<file path="config.mk">
export PLATFORM = sky130hd
export DESIGN_NAME = lsu_ctrl
export DESIGN_NICKNAME = d
export VERILOG_FILES = /design/src/rtl/lsu_pkg.sv /design/src/rtl/lsu_lane_merge.sv /design/src/rtl/lsu_ctrl.sv
export SDC_FILE = /design/constraint.sdc
export NUM_CORES = 1
export LEC_CHECK = 0
export ABC_AREA = 1
export CAP_MARGIN = 5
export CORE_UTILIZATION = 40
export CTS_BUF_LIST = sky130_fd_sc_hd__clkbuf_16
export DETAILED_ROUTE_END_ITERATION = 8
export PLACE_DENSITY = 0.7
export SLEW_MARGIN = 30
export SYNTH_ARGS = -nofsm -noshare
export SYNTH_HDL_FRONTEND = slang
export SYNTH_SLANG_ARGS = --single-unit
</file>
<file path="constraint.sdc">
create_clock -name clk -period 2.66 [get_ports clk]
set_clock_uncertainty 0.05 [all_clocks]
set_input_delay 0.532 -clock clk [delete_from_list [all_inputs] [get_ports clk]]
set_output_delay 0.532 -clock clk [all_outputs]
set_load 0.01 [all_outputs]
</file>
<file path="src/rtl/lsu_pkg.sv">
// Shared types and constants for the load/store controller.
package lsu_pkg;

  localparam int DATA_W = 32;

  localparam logic [1:0] SZ_B = 2'b00;
  localparam logic [1:0] SZ_H = 2'b01;
  localparam logic [1:0] SZ_W = 2'b10;

  typedef enum logic [1:0] {
    ST_IDLE,
    ST_RD,
    ST_WR,
    ST_DONE
  } state_e;

  // Encoding 2'b11 behaves as a word access.
  function automatic logic is_word(input logic [1:0] size);
    return size[1];
  endfunction

endpackage

</file>
<file path="src/rtl/lsu_lane_merge.sv">
// Combinational lane logic: extracts/extends a load lane and merges store lanes into a word.
module lsu_lane_merge
  import lsu_pkg::*;
(
  input  logic [DATA_W-1:0] word_i,
  input  logic [DATA_W-1:0] wdata_i,
  input  logic [1:0]        offset_i,
  input  logic [1:0]        size_i,
  input  logic              sign_ext_i,
  output logic [DATA_W-1:0] load_o,
  output logic [DATA_W-1:0] store_o
);

  logic [DATA_W-1:0] shifted;
  logic [DATA_W-1:0] mask;
  logic [DATA_W-1:0] lanes;

  always_comb begin
    shifted = word_i >> {offset_i, 3'b000};
    load_o  = shifted;
    mask    = '1;
    lanes   = wdata_i;
    if (size_i == SZ_B) begin
      load_o = {{24{sign_ext_i & shifted[7]}}, shifted[7:0]};
      mask   = 32'h0000_00FF << {offset_i, 3'b000};
      lanes  = wdata_i << {offset_i, 3'b000};
    end else if (size_i == SZ_H) begin
      load_o = {{16{sign_ext_i & shifted[15]}}, shifted[15:0]};
      mask   = 32'h0000_FFFF << {offset_i, 3'b000};
      lanes  = wdata_i << {offset_i, 3'b000};
    end
    store_o = (word_i & ~mask) | (lanes & mask);
  end

endmodule

</file>
<file path="src/rtl/lsu_ctrl.sv">
// Load/store sequencer for a word-wide data memory; sub-word stores are read-modify-write.
// Define LSU_MISALIGN_TRAP_EN to reject misaligned accesses with err instead of aligning them down.
module lsu_ctrl
  import lsu_pkg::*;
#(
  parameter int ADDR_W = 32
) (
  input  logic              clk,
  input  logic              reset,
  input  logic              req,
  input  logic              we,
  input  logic [1:0]        size,
  input  logic              sign_ext,
  input  logic [ADDR_W-1:0] addr,
  input  logic [DATA_W-1:0] wdata,
  output logic [DATA_W-1:0] rdata,
  output logic              done,
  output logic              err,
  output logic              busy,
  output logic              dm_we,
  output logic [ADDR_W-1:0] dm_addr,
  output logic [DATA_W-1:0] dm_wdata,
  input  logic [DATA_W-1:0] dm_rdata
);

  state_e            state_q, state_d;
  logic [ADDR_W-1:0] addr_q, addr_d;
  logic              we_q, we_d;
  logic [1:0]        size_q, size_d;
  logic              sext_q, sext_d;
  logic [DATA_W-1:0] word_q, word_d;
  logic              mis_q, mis_d;
  logic [DATA_W-1:0] rdata_q, rdata_d;

  logic [1:0]        off_in;
  logic              mis_in;
  logic [DATA_W-1:0] load_val;
  logic [DATA_W-1:0] store_val;

`ifdef LSU_MISALIGN_TRAP_EN
  assign mis_in = ((size == SZ_H) && addr[0]) || (is_word(size) && (addr[1:0] != 2'b00));
  assign off_in = addr[1:0];
`else
  assign mis_in = 1'b0;
  // Misaligned accesses are aligned down to the natural boundary of their size.
  assign off_in = is_word(size)  ? 2'b00 :
                  (size == SZ_H) ? {addr[1], 1'b0} : addr[1:0];
`endif

  lsu_lane_merge u_lane_merge (
    .word_i     (dm_rdata),
    .wdata_i    (word_q),
    .offset_i   (addr_q[1:0]),
    .size_i     (size_q),
    .sign_ext_i (sext_q),
    .load_o     (load_val),
    .store_o    (store_val)
  );

  always_comb begin
    state_d = state_q;
    addr_d  = addr_q;
    we_d    = we_q;
    size_d  = size_q;
    sext_d  = sext_q;
    word_d  = word_q;
    mis_d   = mis_q;
    rdata_d = rdata_q;
    case (state_q)
      ST_IDLE: begin
        if (req) begin
          addr_d  = {addr[ADDR_W-1:2], off_in};
          we_d    = we;
          size_d  = size;
          sext_d  = sign_ext;
          word_d  = wdata;
          mis_d   = mis_in;
          if (mis_in)                  state_d = ST_DONE;
          else if (we && is_word(size)) state_d = ST_WR;
          else                          state_d = ST_RD;
        end
      end
      ST_RD: begin
        if (we_q) begin
          word_d  = store_val;
          state_d = ST_WR;
        end else begin
          rdata_d = load_val;
          state_d = ST_DONE;
        end
      end
      ST_WR:   state_d = ST_DONE;
      default: state_d = ST_IDLE;
    endcase
  end

  always_ff @(posedge clk or negedge reset) begin
    if (!reset) begin
      state_q <= ST_IDLE;
      addr_q  <= '0;
      we_q    <= 1'b0;
      size_q  <= SZ_B;
      sext_q  <= 1'b0;
      word_q  <= '0;
      mis_q   <= 1'b0;
      rdata_q <= '0;
    end else begin
      state_q <= state_d;
      addr_q  <= addr_d;
      we_q    <= we_d;
      size_q  <= size_d;
      sext_q  <= sext_d;
      word_q  <= word_d;
      mis_q   <= mis_d;
      rdata_q <= rdata_d;
    end
  end

  // Everything below decodes registered state, so reset drops dm_we immediately.
  assign dm_we    = (state_q == ST_WR);
  assign dm_wdata = dm_we ? word_q : '0;
  assign dm_addr  = {addr_q[ADDR_W-1:2], 2'b00};
  assign done     = (state_q == ST_DONE);
  assign err      = done & mis_q;
  assign busy     = (state_q != ST_IDLE);
  assign rdata    = rdata_q;

endmodule

</file>
==> results of run 1 <==
-- through the flow --
| stage | util, % | power (uW) | instances | setup slack (ns) |
|---|---|---|---|---|
| 6_report | 54.2 | 11500 | 1345 | 0.100 |
| 5_1_grt | 54.2 | 12400 | 1345 | 0.0201 |
| 4_1_cts | 54.0 | 11400 | 1344 | 0.0996 |
| 3_5_place_dp | 52.2 | 10100 | 1327 | 0.418 |
| 3_3_place_gp | 52.2 | 9940 | 1327 | 0.465 |
| 2_1_floorplan | - | 7810 | 975 | 0.677 |
-- synthesized netlist by cell type (2+ instances only) --
library cell / count
sky130_fd_sc_hd__nor2_1: 83
sky130_fd_sc_hd__o21ai_0: 56
sky130_fd_sc_hd__nor2_2: 3
sky130_fd_sc_hd__nand2_4: 4
sky130_fd_sc_hd__ha_1: 9
sky130_fd_sc_hd__nand3_2: 8
sky130_fd_sc_hd__buf_4: 41
sky130_fd_sc_hd__o211ai_1: 14
sky130_fd_sc_hd__a21oi_1: 43
sky130_fd_sc_hd__o21ai_4: 3
sky130_fd_sc_hd__a21oi_2: 28
sky130_fd_sc_hd__inv_4: 2
sky130_fd_sc_hd__buf_6: 6
sky130_fd_sc_hd__clkbuf_1: 25
sky130_fd_sc_hd__nand2_2: 10
sky130_fd_sc_hd__o22ai_1: 11
sky130_fd_sc_hd__nand2_1: 400
sky130_fd_sc_hd__nand3_1: 14
sky130_fd_sc_hd__inv_2: 7
sky130_fd_sc_hd__dfrtp_1: 102
sky130_fd_sc_hd__o21ai_1: 2
sky130_fd_sc_hd__nor2_8: 2
sky130_fd_sc_hd__inv_1: 77
sky130_fd_sc_hd__buf_2: 12
-- layout make-up --
cell class              count  area (um2)
well taps                 220         275
inverters                  87         337
clock buffers               9         225
flip-flops and latches    102        2550
repair buffers            220        2190
multi-input cells         700        3320
fillers                  1608        7560
clock inverters             7        61.3
-- kinds of logic (layout without fill, tap and decap cells) --
logic type               after synthesis  in the layout  synth area share (%)
adder cells (fa/ha/maj)                9              9                  1.67
buffers and inverters                173            323                  13.2
AO/OA/AOI/OAI                        161            161                  15.0
other                                  1              3                0.0557
flip-flops                           102            102                  37.9
AND/OR/NAND/NOR                      527            527                  32.2
-- power breakdown --
part	total (uW)	leakage (uW)	switching [uW]	internal (uW)
registers	3000	0.00122	654	2350
clock network	1310	0.000135	658	656
logic	7150	0.00300	4160	2990
-- final timing paths --
path / startpoint / to
max: state_q[0]$_DFFE_PN0P_ / dm_wdata[17]
min: addr_q[5]$_DFFE_PN0P_ / addr_q[5]$_DFFE_PN0P_
max reg2reg: state_q[1]$_DFFE_PN0P_ / rdata[17]$_DFFE_PN0P_
min reg2reg: addr_q[5]$_DFFE_PN0P_ / addr_q[5]$_DFFE_PN0P_
max in group asynchronous: reset / rdata[6]$_DFFE_PN0P_
min in group asynchronous: reset / asynchronous set/reset pin
-- routing by layer --
metal,wire length [um],track usage [%]
met5,0,0
met4,328,7.69
met3,1640,4.34
met2,8940,35.6
met1,9630,34.4
-- critical path, stage by stage, from the launching register on --
cell and delay, ns:
sky130_fd_sc_hd__dfrtp_1 0.42, sky130_fd_sc_hd__inv_1 0.16, sky130_fd_sc_hd__ha_4 0.21, sky130_fd_sc_hd__clkbuf_16 0.19
sky130_fd_sc_hd__nand2_1 0.06, sky130_fd_sc_hd__inv_1 0.05, sky130_fd_sc_hd__clkdlybuf4s50_1 0.52
-- repair_timing --
| action | CTS | global route |
|---|---|---|
| hold endpoints to repair | 5 | 0 |
| hold buffers | 1 | 0 |
| endpoints found under the setup margin | 0 | 6 |
| resized for setup | 0 | 2 |
==> metrics.txt, run 1 <==
# TYPE chip_impl_metric gauge
chip_impl_metric{name="slew_at_the_pin_closest_to_its_max_slew_limit",unit="ns"} 0.610
chip_impl_metric{name="post-cts-setup-buffers",unit=""} 0
chip_impl_metric{name="pin_count",unit=""} 203
chip_impl_metric{name="die_area",unit="um2"} 17400
chip_impl_metric{name="grt_first_pass_wirelength",unit="um"} 32300
chip_impl_metric{name="worst_setup_hold_path_clk_slew",unit="ns"} 0.08
chip_impl_metric{name="p_leak",unit="uW"} 0.00436
chip_impl_metric{name="die_y",unit="um"} 132
chip_impl_metric{name="ys.warnings.count",unit=""} 0
chip_impl_metric{name="synth.top_cell.area_share",unit="%"} 37.9
chip_impl_metric{name="antennaDiodeCount",unit=""} 0
chip_impl_metric{name="setup_viol_count_final",unit=""} 0
chip_impl_metric{name="global_route.usage.total",unit="%"} 23.7
chip_impl_metric{name="grt_remaining_overflow",unit=""} 0
chip_impl_metric{name="cp_max_fo",unit=""} 17
chip_impl_metric{name="worst_ir_drop_vdd",unit="uV"} 528
chip_impl_info{name="hold_path.class",value="register to register"} 1
chip_impl_metric{name="start_util",unit="%"} 40.8
chip_impl_metric{name="hold_viol_final",unit=""} 0
chip_impl_metric{name="finish.net_count",unit=""} 1232
chip_impl_metric{name="ys_async_sr_fraction",unit="%"} 100
chip_impl_metric{name="vias_post_dr",unit=""} 6554
chip_impl_metric{name="worstPathRequired",unit="ns"} 2.08
chip_impl_metric{name="count_of_flip_flops_with_a_built_in_enable_after_synthesis",unit=""} 0
chip_impl_metric{name="design.core.area",unit="um2"} 16500
chip_impl_metric{name="routabilityCongestion",unit=""} 0.884
chip_impl_info{name="outcome",value="complete, no violations"} 1
chip_impl_metric{name="hold-path-cell-count",unit=""} 2
chip_impl_metric{name="cts-buffers-inserted",unit=""} 9
chip_impl_metric{name="antenna_violations_before_repair",unit=""} 0
chip_impl_info{name="clock_tree_from_tritoncts",value="built"} 1
chip_impl_info{name="synth_top_cells_by_area",value="sky130_fd_sc_hd__dfrtp_1, sky130_fd_sc_hd__nand2_1, sky130_fd_sc_hd__nor2_1"} 1
chip_impl_metric{name="worstRegToRegCells",unit=""} 7
chip_impl_metric{name="floorplan.rows",unit=""} 47
chip_impl_info{name="category_of_the_worst_setup_path_capture_point",value="output pin"} 1
chip_impl_metric{name="post-dp-hpwl",unit="um"} 15200
chip_impl_metric{name="regToRegSetupSlack",unit="ns"} 0.40
chip_impl_metric{name="detail_route.wl_per_cell",unit="um"} 15.3
chip_impl_metric{name="placement.cell_area",unit="um2"} 8630
chip_impl_metric{name="cts_max_path_buffers",unit=""} 2
chip_impl_metric{name="drcViolationCount",unit=""} 0
chip_impl_metric{name="place.port_buffers",unit=""} 199
chip_impl_metric{name="synth.lib_cells_used.distinct",unit=""} 35
chip_impl_metric{name="drtPass1Iterations",unit=""} 7
chip_impl_info{name="start_kind",value="register"} 1
chip_impl_metric{name="pwr_density_cell",unit="nW/um2"} 1280
chip_impl_metric{name="number_of_h_tree_levels",unit=""} 3
chip_impl_metric{name="final_antenna_net_count",unit=""} 0
chip_impl_metric{name="clock_sinks",unit=""} 102
chip_impl_metric{name="number_of_global_route_vias_before_repair",unit=""} 5995
chip_impl_metric{name="final_max_slew_viol_count",unit=""} 0
chip_impl_metric{name="netlist_area",unit="um2"} 6740
chip_impl_metric{name="areaGrowthSynthToFinish",unit="%"} 33.0
chip_impl_metric{name="finalCriticalPeriod",unit="ns"} 2.56
chip_impl_metric{name="layout.cell_area.non_filler",unit="um2"} 8960
chip_impl_metric{name="flops_latches_synth",unit=""} 102
chip_impl_metric{name="clock_insertion_delay_worst_skew",unit="ns"} 0.36
chip_impl_info{name="critPathKind",value="register to output pin"} 1
chip_impl_metric{name="maximum_number_of_pins_on_one_net_before_global_route_repair",unit=""} 55
chip_impl_metric{name="final_layout_size_suffix_gt1_share",unit="%"} 9.87
chip_impl_metric{name="detail_route.wirelength",unit="um"} 20500
chip_impl_metric{name="timing.max_slew.rel_slack",unit="%"} 59.3
chip_impl_metric{name="vias_per_cell",unit=""} 4.87
chip_impl_info{name="clock-root-buffer",value="sky130_fd_sc_hd__clkbuf_16"} 1
chip_impl_metric{name="synthesis.area_per_instance",unit="um2"} 6.92
chip_impl_metric{name="final.hold.worst_slack",unit="ns"} 0.429
chip_impl_info{name="most-common-layout-cells",value="sky130_fd_sc_hd__nand2_1, sky130_fd_sc_hd__clkdlybuf4s50_1, sky130_fd_sc_hd__dfrtp_1"} 1
chip_impl_metric{name="setup_total_negative_slack",unit="ns"} 0
chip_impl_info{name="synth_top_flop_cell",value="sky130_fd_sc_hd__dfrtp_1"} 1
chip_impl_info{name="synth.largest_area_cell",value="sky130_fd_sc_hd__dfrtp_1"} 1
chip_impl_metric{name="timing.final.crit_share",unit="%"} 96.2
chip_impl_info{name="grt_setup_unrepaired",value="no"} 1
chip_impl_metric{name="timing.critical_path.arrival",unit="ns"} 1.98
chip_impl_info{name="layout_commonest_cell",value="sky130_fd_sc_hd__nand2_1"} 1
chip_impl_metric{name="chipWidth",unit="um"} 132
chip_impl_metric{name="drv_cap",unit=""} 0
chip_impl_metric{name="synth_sequential_area_ratio",unit="%"} 37.9
chip_impl_metric{name="post_syn_instances",unit=""} 973
chip_impl_metric{name="max_clock_freq",unit="MHz"} 391
chip_impl_metric{name="drtIter0Drc",unit=""} 604
Note: power is estimated with default switching activity, not from simulation.
==> run 2, diff against run 1 <==
- CORE_MARGIN: default -> 2
==> run 2 against run 1 <==
Register-to-register slack better by 0.08 ns. Die area is 3.1% higher. Clock-buffer cell count stayed put. Cell area hardly changed. Critical endpoint is now dm_wdata[26]. Largest power group unchanged.
==> metrics.txt, run 2 (synthesis results as in run 1) <==
# TYPE chip_impl_metric gauge
chip_impl_metric{name="setup_viol_count_final",unit=""} 0
chip_impl_info{name="clock-root-buffer",value="sky130_fd_sc_hd__clkbuf_16"} 1
chip_impl_metric{name="drv_cap",unit=""} 0
chip_impl_info{name="hold_path.class",value="primary input to asynchronous set/reset pin"} 1
chip_impl_metric{name="post_layout_nonfiller_instances",unit=""} 1344
chip_impl_metric{name="drtIter0Drc",unit=""} 628
chip_impl_metric{name="p_sw_share",unit="%"} 47.4
chip_impl_metric{name="hold_viol_final",unit=""} 0
chip_impl_metric{name="share_comb_of_total_power",unit="%"} 62.4
chip_impl_metric{name="final.hold.worst_slack",unit="ns"} 0.0887
chip_impl_info{name="outcome",value="complete, no violations"} 1
chip_impl_info{name="category_of_the_worst_setup_path_capture_point",value="output pin"} 1
chip_impl_metric{name="number_of_h_tree_levels",unit=""} 3
chip_impl_metric{name="clock_insertion_delay_worst_skew",unit="ns"} 0.36
chip_impl_metric{name="die_area",unit="um2"} 17900
chip_impl_metric{name="clock_sinks",unit=""} 102
chip_impl_info{name="start_kind",value="register"} 1
chip_impl_metric{name="final_max_slew_viol_count",unit=""} 0
chip_impl_metric{name="die_y",unit="um"} 134
chip_impl_metric{name="multi_input_area",unit="um2"} 3320
chip_impl_metric{name="grt_first_pass_wirelength",unit="um"} 33300
chip_impl_metric{name="worst_setup_hold_path_clk_slew",unit="ns"} 0.07
chip_impl_metric{name="chipWidth",unit="um"} 134
chip_impl_metric{name="drtPass1Iterations",unit=""} 5
chip_impl_metric{name="antennaDiodeCount",unit=""} 0
chip_impl_metric{name="worst_ir_drop_vdd",unit="uV"} 517
chip_impl_metric{name="number_of_global_route_vias_before_repair",unit=""} 6098
chip_impl_info{name="most-common-layout-cells",value="sky130_fd_sc_hd__nand2_1, sky130_fd_sc_hd__clkdlybuf4s50_1, sky130_fd_sc_hd__dfrtp_1"} 1
chip_impl_metric{name="cts_max_path_buffers",unit=""} 2
chip_impl_metric{name="timing.max_slew.rel_slack",unit="%"} 58.7
chip_impl_metric{name="cts-buffers-inserted",unit=""} 9
chip_impl_metric{name="antenna_violations_before_repair",unit=""} 0
chip_impl_metric{name="routabilityCongestion",unit=""} 0.924
chip_impl_metric{name="power_frac_seq",unit="%"} 25.6
chip_impl_metric{name="final_antenna_net_count",unit=""} 0
chip_impl_metric{name="pwr_density_cell",unit="nW/um2"} 1290
chip_impl_metric{name="netSwitchingPower",unit="uW"} 5470
chip_impl_metric{name="detail_route.wirelength",unit="um"} 21100
chip_impl_metric{name="dp_worst_setup_slack",unit="ns"} 0.467
chip_impl_metric{name="internal_power",unit="uW"} 6070
chip_impl_metric{name="worstPathRequired",unit="ns"} 2.08
chip_impl_metric{name="setup_total_negative_slack",unit="ns"} 0
chip_impl_metric{name="cp_max_fo",unit=""} 17
chip_impl_metric{name="pin_count",unit=""} 203
chip_impl_metric{name="worstRegToRegCells",unit=""} 9
chip_impl_metric{name="maximum_number_of_pins_on_one_net_before_global_route_repair",unit=""} 46
chip_impl_metric{name="finalCriticalPeriod",unit="ns"} 2.51
chip_impl_metric{name="post-dp-hpwl",unit="um"} 15700
chip_impl_info{name="critPathKind",value="register to output pin"} 1
chip_impl_metric{name="grt_remaining_overflow",unit=""} 0
chip_impl_metric{name="final_core_util",unit="%"} 54.3
chip_impl_metric{name="ff_latch_area",unit="um2"} 2550
chip_impl_metric{name="areaGrowthSynthToFinish",unit="%"} 33.1
chip_impl_metric{name="vias_per_cell",unit=""} 4.92
chip_impl_metric{name="timing.critical_path.arrival",unit="ns"} 1.93
chip_impl_metric{name="place.detailed.instances",unit=""} 1327
chip_impl_metric{name="drcViolationCount",unit=""} 0
chip_impl_metric{name="final.fill_count",unit=""} 1592
chip_impl_info{name="clock_tree_from_tritoncts",value="built"} 1
chip_impl_metric{name="max_clock_freq",unit="MHz"} 398
chip_impl_metric{name="final_worst_slack",unit="ns"} 0.149
chip_impl_metric{name="finish.net_count",unit=""} 1231
chip_impl_metric{name="global_route.usage.total",unit="%"} 23.7
chip_impl_metric{name="p_leak",unit="uW"} 0.00437
chip_impl_metric{name="place.port_buffers",unit=""} 199
chip_impl_metric{name="floorplan.rows",unit=""} 47
chip_impl_info{name="layout_commonest_cell",value="sky130_fd_sc_hd__nand2_1"} 1
chip_impl_metric{name="detail_route.wl_per_cell",unit="um"} 15.7
chip_impl_metric{name="final_layout_size_suffix_gt1_share",unit="%"} 9.88
chip_impl_metric{name="start_util",unit="%"} 40.8
chip_impl_metric{name="timing.final.crit_share",unit="%"} 94.4
chip_impl_metric{name="slew_at_the_pin_closest_to_its_max_slew_limit",unit="ns"} 0.618
chip_impl_metric{name="design.core.area",unit="um2"} 16500
chip_impl_info{name="grt_setup_unrepaired",value="no"} 1
chip_impl_metric{name="power.clock.fraction",unit="%"} 12.1
chip_impl_metric{name="vias_post_dr",unit=""} 6609
[run 2: repair_timing]
item                       in CTS  in global routing
setup buffers                   0                  0
gates resized for setup         0                  3
setup endpoints to repair       0                  9
hold buffers                    0                  0
[run 2: path summary, 6_finish.rpt]
kind,from,to,slack (ns)
worst max-delay path,state_q[0]$_DFFE_PN0P_,dm_wdata[26],0.15
worst min-delay path,reset,asynchronous set/reset pin,0.09
worst max register to register,state_q[1]$_DFFE_PN0P_,register,0.48
worst min register to register,addr_q[6]$_DFFE_PN0P_,addr_q[6]$_DFFE_PN0P_,0.43
max in group asynchronous,reset,asynchronous set/reset pin,1.76
min in group clk,addr_q[6]$_DFFE_PN0P_,addr_q[6]$_DFFE_PN0P_,0.43
[run 2: power by group through the flow]
stage               clock, uW  sequential [uW]  combinational (uW)
finish                   1390             2950                7190
global route             1480             3040                8010
CTS                      1420             2950                7130
detailed placement          0             2960                7100
global placement            0             2940                7010
floorplan                   0             2880                4930
[run 2: layout make-up]
cell class,count,area share [%]
Clock buffer,9,2.51
Clock inverter,7,0.893
Inverter,87,3.75
Multi-Input combinational cell,700,37.0
Sequential cell,102,28.5
Tap cell,220,3.07
Timing Repair Buffer,219,24.3
[run 2: routing by layer]
metal  global-route usage, %  part of all wire, %
met3                    5.29                  8.3
met1                    34.0                   46
met4                    7.80                  1.8
met5                       0                    0
met2                    35.6                   44
[run 2: critical path, cell delays in order (launching register included)]
cell and delay [ns]:
sky130_fd_sc_hd__dfrtp_1 0.43, sky130_fd_sc_hd__inv_2 0.11, sky130_fd_sc_hd__ha_4 0.19, sky130_fd_sc_hd__clkbuf_16 0.19, sky130_fd_sc_hd__nand2_1 0.06, sky130_fd_sc_hd__inv_1 0.05, sky130_fd_sc_hd__clkdlybuf4s50_1 0.52
[run 2: metrics by stage]
step / instance area (um2) / power, uW
finish: 8970 / 11500
global route: 8970 / 12500
CTS: 8930 / 11500
detailed placement: 8630 / 10100
global placement: 8630 / 9950
floorplan: 6740 / 7810
==> run 3, diff against run 2 <==
- CORE_MARGIN: 2 -> default
- MAX_ROUTING_LAYER: default -> met4
==> run 3 against run 2 <==
Clock-buffer cell count is the same. Power grew 0.25%. Worst setup slack lost 0.041 ns. Worst hold slack gained 0.34 ns. Wire length shrank 3.5%. Utilization grew 0.15 points. Largest cell class unchanged. Highest routed layer unchanged.
==> metrics.txt, run 3 (synthesis results as in run 1) <==
# TYPE chip_impl_metric gauge
chip_impl_metric{name="hold_viol_final",unit=""} 0
chip_impl_metric{name="number_of_h_tree_levels",unit=""} 3
chip_impl_info{name="cp_cell_sequence",value="inv_1 > ha_4 > clkbuf_16 > nand2_1 > inv_1 > clkdlybuf4s50_1"} 1
chip_impl_metric{name="power.clock.fraction",unit="%"} 12.3
chip_impl_metric{name="global_route.usage.total",unit="%"} 24.4
chip_impl_metric{name="grt_first_pass_wirelength",unit="um"} 32300
chip_impl_metric{name="wl_met2",unit="um"} 8780
chip_impl_info{name="layout_commonest_cell",value="sky130_fd_sc_hd__nand2_1"} 1
chip_impl_metric{name="max_clock_freq",unit="MHz"} 392
chip_impl_info{name="hold_path.class",value="register to register"} 1
chip_impl_metric{name="critPathBufInv",unit=""} 4
chip_impl_metric{name="timing.critical_path.arrival",unit="ns"} 1.97
chip_impl_info{name="routed.top_layer",value="met4"} 1
chip_impl_metric{name="die_area",unit="um2"} 17400
chip_impl_metric{name="netSwitchingPower",unit="uW"} 5400
chip_impl_metric{name="timing.max_slew.rel_slack",unit="%"} 59.0
chip_impl_metric{name="cp_max_fo",unit=""} 17
chip_impl_metric{name="clock_insertion_delay_worst_skew",unit="ns"} 0.36
chip_impl_metric{name="share_comb_of_total_power",unit="%"} 62.4
chip_impl_metric{name="areaGrowthSynthToFinish",unit="%"} 33.5
chip_impl_metric{name="dp_worst_setup_slack",unit="ns"} 0.481
chip_impl_metric{name="power_frac_seq",unit="%"} 25.3
chip_impl_metric{name="drtIter0Drc",unit=""} 583
chip_impl_metric{name="post-dp-hpwl",unit="um"} 15200
chip_impl_metric{name="post-cts-setup-buffers",unit=""} 0
chip_impl_metric{name="cpPeakStageDelay",unit="ns"} 0.54
chip_impl_info{name="worst_path_dominant_cell_family",value="buffers and inverters"} 1
chip_impl_metric{name="setup_viol_count_final",unit=""} 0
chip_impl_metric{name="chipWidth",unit="um"} 132
chip_impl_info{name="outcome",value="complete, no violations"} 1
chip_impl_metric{name="number_of_global_route_vias_before_repair",unit=""} 6113
chip_impl_metric{name="place.port_buffers",unit=""} 199
chip_impl_metric{name="cts_max_path_buffers",unit=""} 2
chip_impl_metric{name="grt_remaining_overflow",unit=""} 0
chip_impl_metric{name="detail_route.wirelength",unit="um"} 20400
chip_impl_metric{name="finalCriticalPeriod",unit="ns"} 2.55
chip_impl_metric{name="design.core.area",unit="um2"} 16500
chip_impl_metric{name="worst_setup_hold_path_clk_slew",unit="ns"} 0.07
chip_impl_metric{name="p_leak",unit="uW"} 0.00438
chip_impl_metric{name="setup_total_negative_slack",unit="ns"} 0
chip_impl_metric{name="drcViolationCount",unit=""} 0
chip_impl_metric{name="p_sw_share",unit="%"} 46.7
chip_impl_info{name="clock-root-buffer",value="sky130_fd_sc_hd__clkbuf_16"} 1
chip_impl_metric{name="routedLengthMet1",unit="um"} 9450
chip_impl_metric{name="worst_ir_drop_vdd",unit="uV"} 503
chip_impl_metric{name="clock_sinks",unit=""} 102
chip_impl_metric{name="worstPathRequired",unit="ns"} 2.08
chip_impl_metric{name="floorplan.rows",unit=""} 47
chip_impl_metric{name="vias_per_cell",unit=""} 4.91
chip_impl_metric{name="detail_route.wl_per_cell",unit="um"} 15.2
chip_impl_metric{name="pwr_density_cell",unit="nW/um2"} 1290
chip_impl_info{name="crit_path_frequent_cell",value="sky130_fd_sc_hd__inv_1"} 1
chip_impl_metric{name="slew_at_the_pin_closest_to_its_max_slew_limit",unit="ns"} 0.614
chip_impl_metric{name="cts-buffers-inserted",unit=""} 9
chip_impl_metric{name="drtPass1Iterations",unit=""} 5
chip_impl_info{name="most-common-layout-cells",value="sky130_fd_sc_hd__nand2_1, sky130_fd_sc_hd__clkdlybuf4s50_1, sky130_fd_sc_hd__dfrtp_1"} 1
chip_impl_metric{name="routabilityCongestion",unit=""} 0.893
chip_impl_info{name="grt_setup_unrepaired",value="no"} 1
chip_impl_metric{name="final_worst_slack",unit="ns"} 0.108
chip_impl_metric{name="final_antenna_net_count",unit=""} 0
chip_impl_metric{name="pin_count",unit=""} 203
chip_impl_info{name="critical-path-slowest-cell",value="sky130_fd_sc_hd__clkdlybuf4s50_1"} 1
chip_impl_metric{name="internal_power",unit="uW"} 6170
chip_impl_metric{name="antenna_violations_before_repair",unit=""} 0
chip_impl_metric{name="maximum_number_of_pins_on_one_net_before_global_route_repair",unit=""} 83
chip_impl_metric{name="timing.final.crit_share",unit="%"} 95.9
chip_impl_metric{name="start_util",unit="%"} 40.8
chip_impl_info{name="category_of_the_worst_setup_path_capture_point",value="output pin"} 1
chip_impl_info{name="start_kind",value="register"} 1
chip_impl_info{name="clock_tree_from_tritoncts",value="built"} 1
chip_impl_metric{name="antennaDiodeCount",unit=""} 0
chip_impl_metric{name="drv_cap",unit=""} 0
chip_impl_metric{name="final_max_slew_viol_count",unit=""} 0
chip_impl_metric{name="die_y",unit="um"} 132
chip_impl_metric{name="vias_post_dr",unit=""} 6594
chip_impl_info{name="critPathKind",value="register to output pin"} 1
chip_impl_metric{name="final_layout_size_suffix_gt1_share",unit="%"} 9.61
chip_impl_metric{name="finish.net_count",unit=""} 1231
chip_impl_metric{name="final.fill_count",unit=""} 1595
chip_impl_metric{name="detailed_routed_wire_length_on_met3",unit="um"} 1590
## run 3: cell types whose count changed in the layout (fill, tap and decap cells not counted)
cell / before / now
sky130_fd_sc_hd__inv_6: 2 / 1
sky130_fd_sc_hd__dlygate4sd3_1: 0 / 1
sky130_fd_sc_hd__inv_8: 1 / 0
sky130_fd_sc_hd__clkinv_2: 0 / 1
sky130_fd_sc_hd__inv_2: 8 / 7
sky130_fd_sc_hd__buf_4: 18 / 16
sky130_fd_sc_hd__inv_1: 76 / 78
sky130_fd_sc_hd__buf_12: 2 / 3
sky130_fd_sc_hd__clkinv_4: 3 / 2
sky130_fd_sc_hd__bufinv_16: 1 / 2
## run 3: path summary, 6_finish.rpt
check / start / to / slack (ns) / cells past startpoint
max: state_q[0]$_DFFE_PN0P_ / dm_wdata[31] / 0.11 / 6
min: addr_q[5]$_DFFE_PN0P_ / addr_q[5]$_DFFE_PN0P_ / 0.43 / 2
max reg2reg: state_q[1]$_DFFE_PN0P_ / register / 0.66 / 7
min reg2reg: addr_q[5]$_DFFE_PN0P_ / addr_q[5]$_DFFE_PN0P_ / 0.43 / 2
max in group asynchronous: reset / addr_q[4]$_DFFE_PN0P_ / 1.34 / 3
min in group asynchronous: reset / asynchronous set/reset pin / 0.48 / 2
## run 3: final cells by class
| type | instances | area, um2 | area share (%) |
|---|---|---|---|
| clock buffers | 9 | 225 | 2.50 |
| clock inverters | 7 | 90.1 | 1.00 |
| inverters | 87 | 337 | 3.74 |
| multi-input cells | 700 | 3320 | 36.9 |
| flip-flops and latches | 102 | 2550 | 28.4 |
| well taps | 220 | 275 | 3.06 |
| repair buffers | 219 | 2200 | 24.4 |
## run 3: worst min-delay path, stage by stage, from the launching register on
cell and delay (ns):
sky130_fd_sc_hd__dfrtp_1 0.34, sky130_fd_sc_hd__nand2_1 0.05, sky130_fd_sc_hd__nand2_1 0.06
## run 3: power groups by stage
stage | sequential (uW) | combinational (uW) | clock (uW)
final | 2930 | 7220 | 1420
after global routing | 3020 | 7970 | 1520
after CTS | 2920 | 7160 | 1450
after detailed placement | 2930 | 7130 | 0
after global placement | 2920 | 7030 | 0
after floorplan | 2880 | 4930 | 0
## run 3: what timing repair did
action	in CTS	in global routing
gates resized for setup	0	2
endpoints found under the setup margin	0	15
endpoints found under the hold margin	5	0
hold buffers	1	0
## run 3: metal layers
metal	track usage (%)	up-vias
met3	3.88	41
met2	35.0	280
met5	-	-
met1	34.0	2993
met4	10.3	0
li1	-	3280
## run 3: metrics by stage
| stage | utilization (%) | cell area (um2) | total power (uW) | hold slack, ns | cells |
|---|---|---|---|---|---|
| floorplan | - | 6740 | 7810 | 0.186 | 975 |
| global placement | 52.2 | 8630 | 9940 | 0.304 | 1326 |
| detailed placement | 52.2 | 8630 | 10100 | 0.306 | 1326 |
| CTS | 54.2 | 8960 | 11500 | 0.435 | 1343 |
| global route | 54.4 | 8990 | 12500 | 0.446 | 1344 |
| finish | 54.4 | 8990 | 11600 | 0.431 | 1344 |
==> edit 1, RTL diff (flow settings as in run 1) <==
Add a define of `LSU_MISALIGN_TRAP_EN`.
--- a/src/rtl/lsu_ctrl.sv
+++ b/src/rtl/lsu_ctrl.sv
@@ -2,2 +2,4 @@
 // Define LSU_MISALIGN_TRAP_EN to reject misaligned accesses with err instead of aligning them down.
+`define LSU_MISALIGN_TRAP_EN
+
 module lsu_ctrl
Formal check against the unedited RTL: not equivalent (Yosys sat finds a counterexample within 4 cycles, from zero or initial values and one cycle with reset low).
==> edit 1 against run 1 <==
  * Synthesized area about the same
  * First-iteration DRC count is 11% lower
  * Power shrank 3.5%
  * Global-route usage up 0.090 points
  * Routed wire length is 2.2% lower
  * Sequential power hardly changed
  * Design area about the same
  * Sequential cell count grew 1
  * Non-clock buffer count decreased by 7
  * Cell count up 0.15%
  * Setup slack improved by 0.060 ns
  * Hold slack got worse by 0.36 ns
  * Critical path type unchanged
  * Largest power group unchanged
  * Highest routed layer unchanged
==> edit 1: results (changes against run 1) <==
outcome:
  outcome: "finished clean"
critical_path:
  path_max_fanout: 34  # +17
  ff2ff_path_depth: 9  # +2
  r2r_setup_slack_ns: 0.63  # +0.23 ns
  r2r-start: "state_q[1]$_DFFE_PN0P_"
grt:
  grt_first_pass_wirelength_mm: 32.2  # -0.15%
  grt_pass1_vias: 6064  # +1.2%
  grt_max_degree: 72  # +31%
  grt.total_usage_pct: 23.8  # +0.090 points
min_path:
  min_path_type: "primary input to async pin"
layout:
  drive_gt1_share_pct: 8.70  # -1.2 points
  diodes: 0  # unchanged
  fin_nets: 1233  # +0.081%
  fillCellCount: 1622  # +0.87%
route:
  first_pass_iters: 5  # -2
  viasPerCell: 4.84  # -0.74%
  drt_iter0_markers: 540  # -11%
  post_drt_wl_per_cell_microns: 14.9  # -2.3%
yosys:
  ys_types: 30  # -14%
  synth_top_area_share_pct: 38.3  # +0.41 points
  synthTopCellsByArea: "dfrtp_1 38%, nand2_1 22%, nor2_1 5.1%"
  ys_seq_area_share_pct: 38.3  # +0.41 points
  ys_top_cells_by_count: "402 x nand2_1, 103 x dfrtp_1, 92 x nor2_1"
timing:
  slew_headroom_pct: 59.3  # about the same
clock_network:
  root_buffer: "clkbuf_16"
placed_design:
  gp_congestion: 0.895  # +1.2%
  io_buffers: 200  # +0.50%
  dpl.hpwl_mm: 15.2  # +0.48%
  dp_worst_setup_slack_ns: 0.528  # +0.110 ns
power_and_ir_drop:
  switchingPower_mw: 5.00  # -8.6%
-- edit 1: per-layer routing --
metal	vias to the layer above	wire length, microns	track usage (%)	part of all wire (%)
li1	3263	-	-	-
met1	2987	8950	33.2	45
met2	244	9450	37.9	47
met3	21	1360	3.24	6.7
met4	0	332	8.14	1.7
met5	-	0	0	0
-- edit 1: cell families (layout without fill, tap and decap cells) --
kind of cell	Yosys count	in the layout	share of synthesized area, %
mux	30	30	5.02
fa+ha+maj	8	8	1.49
simple gates	544	544	32.5
flops	103	103	38.3
compound gates	112	112	9.95
buf+inv	180	328	12.7
other cells	1	2	0.0557
-- edit 1: critical path, delay by kind of cell (launching register included) --
family / cells / cell delay (ns)
fa+ha+maj: 1 / 0.19
buf+inv: 4 / 0.85
simple gates: 1 / 0.09
flops: 1 / 0.41
-- edit 1: how the worst max path moves through the flow --
stage / startpoint / end / slack (ns) / cells past startpoint
2_1_floorplan: addr_q[0]$_DFFE_PN0P_ / register / 0.72 / 11
3_3_place_gp: state_q[0]$_DFFE_PN0P_ / dm_wdata[18] / 0.57 / 6
3_5_place_dp: state_q[0]$_DFFE_PN0P_ / dm_wdata[26] / 0.53 / 6
4_1_cts: state_q[0]$_DFFE_PN0P_ / dm_wdata[21] / 0.14 / 6
5_1_grt: state_q[0]$_DFFE_PN0P_ / dm_wdata[2] / 0.03 / 6
6_report: state_q[0]$_DFFE_PN0P_ / dm_wdata[26] / 0.16 / 6
-- edit 1: per-stage QoR --
stage	area (sq um)	hold WS, ns	power (mW)	std cells
4_1_cts	8960	0.0811	11.1	1347
3_3_place_gp	8670	0.418	9.66	1331
6_report	8960	0.0709	11.1	1347
2_1_floorplan	6730	0.186	7.39	979
3_5_place_dp	8670	0.431	9.76	1331
5_1_grt	8960	0.102	12.0	1347
-- edit 1: area by class of cell --
cell class / count / area [sq um] / area share (%)
repair buffers: 213 / 2150 / 24.0
well taps: 220 / 275 / 3.07
flip-flops and latches: 103 / 2580 / 28.8
clock inverters: 7 / 63.8 / 0.712
clock buffers: 9 / 225 / 2.51
multi-input cells: 696 / 3300 / 36.8
inverters: 99 / 374 / 4.17
-- edit 1: power groups by stage --
stage / Sequential [mW] / Clock, mW / Combinational, mW
finish: 2.99 / 1.32 / 6.74
global route: 3.09 / 1.42 / 7.51
CTS: 2.99 / 1.36 / 6.77
detailed placement: 3.02 / 0 / 6.74
global placement: 3.01 / 0 / 6.66
floorplan: 2.92 / 0 / 4.47
==> edit 2, RTL diff (config.mk and constraints of run 1) <==
Without the edit above. Re-encode `state_e` (4 states) as one-hot, 4 bits wide.
--- a/src/rtl/lsu_pkg.sv
+++ b/src/rtl/lsu_pkg.sv
@@ -9,7 +9,7 @@
 
-  typedef enum logic [1:0] {
-    ST_IDLE,
-    ST_RD,
-    ST_WR,
-    ST_DONE
+  typedef enum logic [3:0] {
+    ST_IDLE = 4'b0001,
+    ST_RD   = 4'b0010,
+    ST_WR   = 4'b0100,
+    ST_DONE = 4'b1000
   } state_e;
Formal check against the unedited RTL: no difference found for any inputs over 4 cycles, from zero or initial values and one cycle with reset low; so few cycles prove little.
==> edit 2 against run 1 <==
  * Sequential cell count increased by 2
  * Synthesized area decreased by 2.5%
  * Routed wire length is 0.27% lower
  * Design area is 1.1% lower
  * Sequential power shrank 3%
  * Power fell by 19%
  * Die area down 2.5%
  * Setup slack improved by 0.092 ns
  * Largest cell class unchanged
==> edit 2: results (changes against run 1) <==
critical_path:
  r2r-start: "addr_q[0]$_DFFE_PN0P_"
  crit_arrival_ns: 1.89  # -0.09 ns
  r2r_end: "rdata[8]$_DFFE_PN0P_"
  slowest_delay_ns: 0.58  # +0.06 ns
  path_max_fanout: 3  # -14
grt:
  grt_max_degree: 105  # +91%
  grt_first_pass_wirelength_mm: 31.7  # -1.9%
  use_met1_pct: 32.4  # -2.0 points
  grt.total_usage_pct: 24.7  # +0.98 points
  grt_pass1_vias: 6047  # +0.87%
  use_met3_pct: 5.70  # +1.4 points
layout:
  signal_buffer_area_fraction_pct: 25.0  # +0.57 points
  buffers: 214  # -2.7%
  area.growth.synth_to_final_pct: 34.9
  multi_input_comb_area_sq_um: 3160  # -4.8%
  final-clk-cell-share_pct: 3.29  # +0.094 points
  register_area_sq_um: 2610  # +2.0%
  multi_input_cells: 711  # +1.6%
  fin_nets: 1231  # -0.081%
  fillCellCount: 1591  # -1.1%
outcome:
  outcome: "finished clean"
yosys:
  ys_seq_area_share_pct: 39.7  # +1.8 points
  synthAdderAreaFrac_pct: 0.762  # -0.91 points
  ys_top_cells_by_count: "388 x nand2_1, 103 x dfrtp_1, 86 x nor2_1"
min_path:
  min_path_type: "primary input to async pin"
power_and_ir_drop:
  power.share.clock_pct: 14.5  # +3.0 points
  p_comb_share_pct: 54.1  # -8.2 points
  vdd_drop_max_v: 0.000504  # -4.5%
timing:
  whs_ns: 0.151  # -0.278 ns
placed_design:
  gp_congestion: 0.873  # -1.3%
route:
  vias: 6543  # -0.17%
  met2WireLength_mm: 9.45  # +5.7%
  drt-total-wl_mm: 20.5  # -0.27%
  first_pass_iters: 5  # -2
==> edit 2: how the worst max path moves through the flow <==
stage,from,to,slack (ns),cells after the start
CTS,state_q[1]$_DFFE_PN0P_,dm_wdata[23],0.02,7
detailed placement,state_q[1]$_DFFE_PN0P_,dm_wdata[23],0.29,7
floorplan,addr_q[1]$_DFFE_PN0P_,register,0.49,13
global placement,state_q[1]$_DFFE_PN0P_,dm_wdata[24],0.37,7
finish,state_q[1]$_DFFE_PN0P_,dm_wdata[1],0.19,6
global route,state_q[1]$_DFFE_PN0P_,dm_wdata[1],0.09,6
==> edit 2: per-stage QoR <==
stage / power (mW) / setup slack, ns / std cells / utilization, %
2_1_floorplan: 6.21 / 0.489 / 987 / -
3_3_place_gp: 7.90 / 0.366 / 1329 / 53.2
3_5_place_dp: 7.96 / 0.289 / 1329 / 53.2
4_1_cts: 9.35 / 0.0226 / 1345 / 55.0
5_1_grt: 10.1 / 0.0925 / 1345 / 55.6
6_report: 9.31 / 0.192 / 1345 / 55.6
